`config.mk`:
```
export PLATFORM = sky130hd
export DESIGN_NAME = regfile_write_arbiter
export DESIGN_NICKNAME = d
export VERILOG_FILES = /design/src/rtl/regfile_write_arbiter.sv
export SDC_FILE = /design/constraint.sdc
export NUM_CORES = 1
export LEC_CHECK = 0
export CAP_MARGIN = 20
export CORE_ASPECT_RATIO = 0.6
export CORE_MARGIN = 2
export CORE_UTILIZATION = 41
export CTS_BUF_LIST = sky130_fd_sc_hd__clkbuf_8
export CTS_CLUSTER_SIZE = 14
export DETAILED_ROUTE_END_ITERATION = 8
export PLACE_DENSITY_LB_ADDON = 0.1
export SLEW_MARGIN = 15
export SYNTH_ARGS = -nofsm -noshare
export SYNTH_HDL_FRONTEND = slang
export SYNTH_SLANG_ARGS = --single-unit
```
`constraint.sdc`:
```
create_clock -name clk -period 5.4 [get_ports clk]
set_input_delay 1.08 -clock clk [delete_from_list [all_inputs] [get_ports clk]]
set_output_delay 1.08 -clock clk [all_outputs]
set_load 0.05 [all_outputs]
```
`src/rtl/regfile_write_arbiter.sv`:
```
// Round-robin arbiter sharing one register-file write port between N_REQ writeback
// sources, each with a one-entry holding buffer. x0 writes are dropped on acceptance.
module regfile_write_arbiter #(
    parameter int N_REQ  = 3,
    parameter int ADDR_W = 5,
    parameter int DATA_W = 32
) (
    input  logic                      clk,
    input  logic                      reset,
    input  logic [N_REQ-1:0]          req_valid,
    output logic [N_REQ-1:0]          req_ready,
    input  logic [N_REQ*ADDR_W-1:0]   req_addr,
    input  logic [N_REQ*DATA_W-1:0]   req_data,
    output logic                      wb_en,
    output logic [ADDR_W-1:0]         wb_addr,
    output logic [DATA_W-1:0]         wb_data,
    output logic [(2**ADDR_W)-1:0]    pending_mask,
    output logic                      busy
);

    localparam int PTR_W = (N_REQ > 1) ? $clog2(N_REQ) : 1;

    logic [N_REQ-1:0]  held;
    logic [N_REQ-1:0]  held_next;
    logic [N_REQ-1:0]  take;
    logic [N_REQ-1:0]  grant;
    logic [ADDR_W-1:0] hold_addr [N_REQ];
    logic [DATA_W-1:0] hold_data [N_REQ];
    logic [PTR_W-1:0]  rr_ptr;
    logic [PTR_W-1:0]  win;
    logic [PTR_W-1:0]  idx;
    logic [PTR_W:0]    sum;
    logic              any_grant;

    // Scan held[] from rr_ptr upward with wrap-around; first hit wins.
    always_comb begin
        grant     = '0;
        win       = '0;
        any_grant = 1'b0;
        sum       = '0;
        idx       = '0;
        for (int unsigned off = 0; off < N_REQ; off++) begin
            sum = {1'b0, rr_ptr} + (PTR_W + 1)'(off);
            if (sum >= (PTR_W + 1)'(N_REQ)) begin
                sum = sum - (PTR_W + 1)'(N_REQ);
            end
            idx = sum[PTR_W-1:0];
            if (!any_grant && held[idx]) begin
                any_grant  = 1'b1;
                grant[idx] = 1'b1;
                win        = idx;
            end
        end
    end

    assign req_ready = ~held | grant;
    assign busy      = |held;

    always_comb begin
        take      = '0;
        held_next = '0;
        for (int unsigned i = 0; i < N_REQ; i++) begin
            take[i] = req_valid[i] && req_ready[i] &&
                      (req_addr[i*ADDR_W +: ADDR_W] != '0);
            // Grant clears first so a same-cycle capture re-arms the slot.
            held_next[i] = (held[i] && !grant[i]) || take[i];
        end
    end

    always_comb begin
        pending_mask = '0;
        for (int unsigned i = 0; i < N_REQ; i++) begin
            if (held[i]) begin
                pending_mask[hold_addr[i]] = 1'b1;
            end
        end
    end

    always_ff @(posedge clk) begin
        if (reset) begin
            held    <= '0;
            rr_ptr  <= '0;
            wb_en   <= 1'b0;
            wb_addr <= '0;
            wb_data <= '0;
        end else begin
            held  <= held_next;
            wb_en <= any_grant;
            if (any_grant) begin
                wb_addr <= hold_addr[win];
                wb_data <= hold_data[win];
                rr_ptr  <= (win == PTR_W'(N_REQ - 1)) ? '0 : win + 1'b1;
            end
        end
    end

    always_ff @(posedge clk) begin
        for (int unsigned i = 0; i < N_REQ; i++) begin
            if (take[i]) begin
                hold_addr[i] <= req_addr[i*ADDR_W +: ADDR_W];
                hold_data[i] <= req_data[i*DATA_W +: DATA_W];
            end
        end
    end

endmodule

```
=== Word level (Yosys, flattened, before mapping) ===
Memories as Yosys holds them, arrays and structs flattened. A register that Yosys moved wholly into a read port is not among the register bits.
Index checks and enable logic that the tools add are counted.

* Add/subtract/negate cells: 6
* $lt $le $gt $ge: 15
* Eq/ne operators: 1
* Mux-type cells: 40
* Bitwise operators: 6
* Reductions and logical operators: 29

{| class="wikitable"
|+ Operators by type and width
! operator !! number
|-
| $mux 32 || 3
|-
| $or 32x32->32 || 2
|-
| $lt 5x6->1 const B || 3
|-
| $mux 1 || 18
|-
| $logic_and 1x1->1 || 17
|-
| $demux 1 s5 || 3
|-
| $ge 5x1->1 const B || 3
|-
| $reduce_bool 5->1 || 3
|-
| $mux 2 || 7
|-
| $lt 2x3->1 const B || 3
|-
| $mux 3 || 3
|-
| $or 3x3->3 || 3
|-
| $bmux 1 s2 || 3
|-
| $demux 1 s2 || 3
|-
| $ge 2x1->1 const B || 3
|-
| $ge 3x2->1 const B || 2
|-
| $sub 2x2->2 const B || 3
|-
| $logic_not 1->1 || 5
|-
| $add 2x1->3 const B || 1
|-
| $add 2x2->3 const B || 1
|-
| $logic_or 1x1->1 || 3
|-
| $not 3->3 || 1
|-
| $reduce_or 3->1 || 1
|-
| $add 2x1->2 const B || 1
|-
| other kinds (2) || 2
|}

* Register bits after elaboration: 6
* Bits in writable memories: 111
* Input bits: 116
* Word-level logic and storage cells: 102
* Memories: 2

{| class="wikitable"
|+ Memory list
! memory !! words !! bits a word !! read ports !! clocked after Yosys merged registers in !! wr ports !! line !! RTL
|-
| hold_data || 3 || 32 || 1 || 1 || 3 || 28 || <nowiki>logic [DATA_W-1:0] hold_data [N_REQ];</nowiki>
|-
| hold_addr || 3 || 5 || 4 || 1 || 3 || 27 || <nowiki>logic [ADDR_W-1:0] hold_addr [N_REQ];</nowiki>
|}

=== Longest topological paths before layout ===
Gate-level depths: netlist (run 1).

* Depth in word-level cells: 16
* Gate-level depth with buffers: 11

=== Worst setup path after synthesis (run 1) ===
No wires, ideal clock.

* Path type: register -> register
* Start: register rr_ptr[0]
* End: memory hold_addr[0][0] (enable)
* Data arrival time: 4463 ps
* Slack: 502 ps
* Stages on the path, launching flop included: 10
* Buffers on the path: 1
* Period minus slack after synthesis: 4898 ps
* Cells stage by stage: dfxtp_1 inv_1 ha_1 buf_6 and4bb_2 a31oi_1 o32ai_1 a221oi_1 o21ai_0 nor2b_1

{| class="wikitable"
|+ RTL lines
! element !! line !! RTL
|-
| start: declaration || 29 || <nowiki>logic [PTR_W-1:0] rr_ptr;</nowiki>
|-
| start signal: assignment || 92 || <nowiki>rr_ptr <= (win == PTR_W'(N_REQ - 1)) ? '0 : win + 1'b1;</nowiki>
|-
| end: declaration || 27 ||
|}

=== Worst setup path in the final report (run 1) ===
* Start: register rr_ptr[1]
* End: output port req_ready[0]

* Word-level cells in the longest chain between the ends: 12

{| class="wikitable"
|+ Ends and longest elaborated chain
! element !! line !! RTL
|-
| $add 2x1->3, or another cell as far along || 43 || <nowiki>sum = {1'b0, rr_ptr} + (PTR_W + 1)'(off);</nowiki>
|-
| $ge 3x2->1, or another cell as far along || 44 || <nowiki>if (sum >= (PTR_W + 1)'(N_REQ)) begin</nowiki>
|-
| $mux 2, or another cell as far along || 44 ||
|-
| $lt 2x3->1 (implied by the code), or another cell as far along || 50 || <nowiki>grant[idx] = 1'b1;</nowiki>
|-
| $logic_and 1x1->1 (implied by the code), or another cell as far along || 50 ||
|-
| $mux 1 (implied by the code), or another cell as far along || 50 ||
|-
| $demux 1 s2, or another cell as far along || 50 ||
|-
| $or 3x3->3 (no source line) / $mux 1 (equally long branches) || -- ||
|-
| $mux 3 / $logic_not 1->1 (equally long branches) || 48 || <nowiki>if (!any_grant && held[idx]) begin</nowiki>
|-
| $or 3x3->3 (no source line) / $logic_and 1x1->1 (equally long branches) || -- ||
|-
| $mux 3 (*) || 48 ||
|-
| $or 3x3->3 (*) || 56 || <nowiki>assign req_ready = ~held | grant;</nowiki>
|-
| end: declaration || 11 || <nowiki>output logic [N_REQ-1:0] req_ready,</nowiki>
|}

Mark *: on every way between the ends. The rest lies on a longest branch, timed or not. The select of a mux whose other input is x is not followed.

==> metrics, run 1 <==
synth unique cells 44; number of vias per cell 5.81; LEAKAGE 3.25 nW; layout cells sized above 1 under 10%; Synth top area share 51.3%; Core Area 0.0154 mm2; Switch Pwr 2.11 mW; Post-CTS Resized 0; CTS Root Cell clkbuf_8; initial core utilization 42.2%; diode count 0; Max-Cap Viols 0; IO buf count 189; Crit Path Category reg2out; Congestion Overflow GR 0; I/O Pins 190; hold wc startpoint rr_ptr[1]; cts hold-fix bufs 0; GPL Wtd Cong 0.931; worst rel slew slack 28.9%; Setup WS pre-CTS between 1000 and 1500 ps; Comb pwr share 46.9%; Sequential Power Share 34.9%; Pwr per Cell Area about 530 mW/mm2; sequential fraction of the synthesis area 64.5%; Mean Syn Cell Area 12.1 um2; Startpoint Class flip-flop; r2r worst-path depth 8; clk_lat worst skew 450 ps; post-CTS setup buffer count 0; top post-synthesis cells by area edfxtp_1 51%, dfxtp_1 13%, nand2_1 4.1%; Final setup viols 0; Clk pwr share between 15 and 20%; CTS Sinks 154; Total GRT Usage 22.3%; die area ~0.017 mm2; FP Rows 35; commonest cells in the synthesized netlist 111 x edfxtp_1, 71 x nand2_1, 43 x dfxtp_1, 32 x nor2_1; Hold Slack 504 ps; worst path cell trace inv_1 > ha_1 > mux2_2 > o32ai_1 > a221oi_1 > o21ai_0 > clkdlybuf4s50_1; Clock Pin Slew Worst Setup and Hold Paths 100 ps; vias in the first global route between 5000 and 6000; Syn-to-layout area delta 38.4%; CP Max Fanout 11; worst min path class reg2reg; hold path depth 2; Synth Cell Area 0.00650 mm2; CP arrival 3420 ps; overall power ~4.8 mW; endpoints failing hold 0; Worst Tran Pin Value 1060 ps; DR vias 5378; # placed instances approximately 900; CTS tree yes; cell area after layout 0.00900 mm2; Net Sw Frac 44.1%; fin util 58.4%; Non-Filler Instances 925; fin. max-slew vios 0; Synth Flop Type edfxtp_1; die width 167 um; Clock Skew ~17 ps; Antenna Nets Post-Route 0; Worst Path Required between 4000 and 5000 ps; # H-tree levels 4; Num CTS Buffers 17; Yosys reg bits 154; delay of the slowest critical-path stage 900 ps; RSZ-0062 raised after global routing false; area leader, netlist edfxtp_1; Post-synth EDFFs 111; die extent in y 102 um; maximum VDD drop 0.000274 V; Clock Path Buffers 2; drt initial violations about 690; DP HPWL around 13000 um; Min-Delay Endpoint rr_ptr[1]; FF-to-FF End hold_data[1][24]; fmax 222 MHz; Synthesized Nets 658; period utilization between 80 and 90%; flop2flop setup slack ~1900 ps; WL/cell 20.5 um; FFs w/ async S/R, synth 0%; initial antenna violation count 0; first-pass GRT wire length 29100 um; cell internal pwr 2.67 mW; setup ws final 897 ps; Reg-to-Reg Start rr_ptr[1]; endpoint type of the worst setup path output port; final setup TNS 0 ps; drc violations 0; final net count 829; Yosys warning total 0; Syn Inst Count 538; cell with the most instances after synthesis edfxtp_1; largest net degree at the start of global routing 44; crit path max-delay cell type clkdlybuf4s50_1; Area after DPL 0.00858 mm2; Tmin final approximately 4500 ps; status completed; Post-Route WL 19000 um; DRT Pass-1 Iters 7
[per-layer routing]
layer	vias to the layer above	share of wire (%)	GRT usage, %
met1	2575	46	32.8
met2	337	42	31.6
met3	20	11	7.19
li1	2446	-	-
met5	-	0	0
met4	0	0.93	6.17
[sequential cells by signal, summed over array words and instances (netlist names)]
signal and cells:
hold_addr 15, wb_addr 5, wb_data 32, hold_data 96
held 3, rr_ptr 2, wb_en 1
[logic make-up after synthesis]
| group | count (synthesis) | share of synthesized area, % |
|---|---|---|
| simple gates | 189 | 14.6 |
| flops | 154 | 64.5 |
| compound gates | 135 | 15.7 |
| buf+inv | 52 | 3.69 |
| mux | 4 | 0.635 |
| fa+ha+maj | 4 | 0.770 |
[power by group through the flow]
stage	combinational (mW)	clock, mW	sequential, mW
floorplan	1.19	0	2.01
global placement	2.15	0	1.68
detailed placement	2.24	0	1.69
CTS	2.24	0.890	1.67
global route	2.41	0.938	1.70
finish	2.24	0.872	1.67
[worst max path at each step]
| stage | startpoint | end | slack [ps] | cells after the start |
|---|---|---|---|---|
| global route | rr_ptr[0] | req_ready[0] | 740 | 8 |
| floorplan | rr_ptr[0] | hold_addr[0][0] | 500 | 9 |
| CTS | rr_ptr[0] | req_ready[0] | 940 | 8 |
| global placement | rr_ptr[0] | req_ready[0] | 1580 | 8 |
| finish | rr_ptr[1] | req_ready[0] | 900 | 7 |
| detailed placement | rr_ptr[0] | req_ready[0] | 1450 | 8 |
[worst max-delay path, delay by kind of cell, from the launching register on]
| family | cells | cell delay [ps] |
|---|---|---|
| buffers and inverters | 2 | 980 |
| AOI/OAI and AO/OA | 3 | 860 |
| muxes | 1 | 400 |
| adders and majority gates | 1 | 380 |
| DFF | 1 | 350 |
[area by class of cell]
cell class / instances / area (um2)
Fill cell: 1287 / 6410
Sequential cell: 154 / 4190
Multi-Input combinational cell: 332 / 2130
Timing Repair Buffer: 198 / 1990
Tap cell: 203 / 254
Clock buffer: 17 / 234
Clock inverter: 15 / 175
Inverter: 6 / 22.5
[cells in the final DEF (no fill, tap or decap), types with 17 or more instances in the layout]
master and count:
clkdlybuf4s50_1 188, edfxtp_1 111, nand2_1 71, dfxtp_1 43, nor2_1 32, a22oi_1 29, a21oi_1 24, a221oi_1 21
nand3_1 21, a222oi_1 20, a211oi_1 20, nand4_1 17, clkbuf_8 17
Power figures use the tool's default switching activity.
==> run 2, diff against run 1 <==
==> constraint.sdc (replaced) <==
create_clock -name clk -period 4.4 [get_ports clk]
set_input_delay 0.88 -clock clk [delete_from_list [all_inputs] [get_ports clk]]
set_output_delay 0.88 -clock clk [all_outputs]
set_load 0.05 [all_outputs]
==> run 2 against run 1 <==
Flip-flop and latch count stayed put. Critical endpoint is now req_ready[2]. Clock power rose by 17%. Wire length up 1.4%. First-iteration DRC count is 2.9% higher.
==> metrics, run 2 (same netlist as run 1, synthesis figures left out) <==
Tmin final around 4000 ps; final setup TNS 0 ps (unchanged); CTS tree yes; layout cells sized above 1 7.32% (-0.16 points); vias in the first global route 5235 (+2.5%); Clock Skew 14.2 ps (-2.55 ps); drt initial violations 706 (+2.9%); most common cell after layout, fill and taps aside clkdlybuf4s50_1; r2r worst-path depth 8 (unchanged); Reg with most FFs hold_data; Post-Route WL 19200 um (+1.4%); CP arrival 3120 ps (-300 ps); period utilization 90.9%; Pwr per Cell Area 644 mW/mm2 (+21%); die extent in y 102 um (unchanged); Congestion Overflow GR 0 (unchanged); Syn-to-layout area delta 37.5%; CTS Root Cell clkbuf_8; DR vias 5379 (+0.019%); clk_lat worst skew 440 ps (about the same); IO buf count 189 (unchanged); CTS Sinks 154 (unchanged); Final setup viols 0 (unchanged); endpoint type of the worst setup path output port; DRT Pass-1 Iters 5 (-2); post-CTS setup buffer count 0 (unchanged); CP Max Fanout 11 (unchanged); FP Rows 35 (unchanged); hold path depth 2 (unchanged); final net count 831 (+0.24%); # H-tree levels 4 (unchanged); WL/cell 20.7 um (+1.2%); die area 0.0169 mm2 (unchanged); maximum VDD drop 0.000372 V (+36%); initial antenna violation count 0 (unchanged); Worst Path Required 3520 ps (-800 ps); LEAKAGE 3.23 nW (-0.51%); fin. max-slew vios 0 (unchanged); cts hold-fix bufs 0 (unchanged); Startpoint Class flip-flop; Antenna Nets Post-Route 0 (unchanged); Max-Cap Viols 0 (unchanged); drc violations 0 (unchanged); DP HPWL 12800 um (+1.5%); worst rel slew slack 34.5% (+5.6 points); Num CTS Buffers 17 (unchanged); GPL Wtd Cong 0.829 (-11%); Top Registers hold_data: 96 flops, wb_data: 32 flops, hold_addr: 15 flops; diode count 0 (unchanged); Clock Pin Slew Worst Setup and Hold Paths 90 ps (about the same); number of vias per cell 5.80 (-0.20%); Post-CTS Resized 0 (unchanged); status completed; fmax between 200 and 250 MHz; most frequent cells in the layout 186 x clkdlybuf4s50_1, 111 x edfxtp_1, 71 x nand2_1; largest net degree at the start of global routing 44 (unchanged); die width 167 um (unchanged); Core Area 0.0154 mm2 (unchanged); Crit Path Category reg2out; endpoints failing hold 0 (unchanged); initial core utilization 42.2% (unchanged); fin util 58.0% (-0.39 points); I/O Pins 190 (unchanged); overall power 5.76 mW (+20%); Clock Path Buffers 2 (unchanged); Worst Tran Pin Value 982 ps (-75.9 ps); max reg flops 96 (unchanged); first-pass GRT wire length 29600 um (+1.7%); Total GRT Usage 22.8% (+0.51 points); worst min path class reg2reg; RSZ-0062 raised after global routing false
[run 2: cell types whose count changed in the layout (fill, tap and decap cells not counted), moves of 2 or more]
cell             before  now
clkbuf_8             17   19
buf_4                 6   11
buf_16                2    0
dlymetal6s2s_1        0    2
clkinv_8              4    1
nor3b_2               2    0
nor3b_1              10   12
clkdlybuf4s50_1     188  186
clkinv_1              0    2
[run 2: final timing paths]
| check | start | to | slack (ps) |
|---|---|---|---|
| worst min register to register | rr_ptr[1] | rr_ptr[1] | 500 |
| worst max register to register | rr_ptr[1] | hold_addr[0][0] | 1120 |
| worst max-delay path | rr_ptr[1] | req_ready[2] | 400 |
| worst min-delay path | rr_ptr[1] | rr_ptr[1] | 500 |
[run 2: metrics by stage]
stage / instance area, um2 / cells / setup WS [ps] / hold slack, ps
final: 8940 / 927 / 399 / 499
after global routing: 8940 / 927 / 177 / 523
after CTS: 8930 / 927 / 148 / 502
after detailed placement: 8560 / 895 / 625 / 491
after global placement: 8560 / 895 / 671 / 484
after floorplan: 6510 / 538 / 31.3 / 469
[run 2: cell type report]
cell class | count | area (um2)
fill | 1268 | 6470
sequential | 154 | 4190
multi-input combinational | 332 | 2120
timing repair buffer | 200 | 1970
clock buffer | 19 | 262
tap | 203 | 254
clock inverter | 13 | 114
inverter | 6 | 22.5
[run 2: per-layer routing]
metal / part of all wire (%) / up-vias / GRT usage [%]
met5: 0 / - / 0
met4: 0.77 / 0 / 4.24
met3: 9.2 / 14 / 6.37
met2: 42 / 283 / 33.5
met1: 48 / 2641 / 34.0
li1: - / 2441 / -
[run 2: power by group]
part / internal [mW] / total, mW / switching, mW / leakage (nW)
logic: 0.922 / 2.69 / 1.77 / 1.62
registers: 1.89 / 2.05 / 0.166 / 1.42
clock network: 0.438 / 1.02 / 0.577 / 0.190
total: 3.25 / 5.76 / 2.51 / 3.23
[run 2: worst max-delay path: stages (launching register included)]
cell,delay [ps]
dfxtp_1,340
inv_1,80
ha_1,390
mux2i_1,380
o22ai_1,240
o211ai_1,380
clkdlybuf4s50_1,880
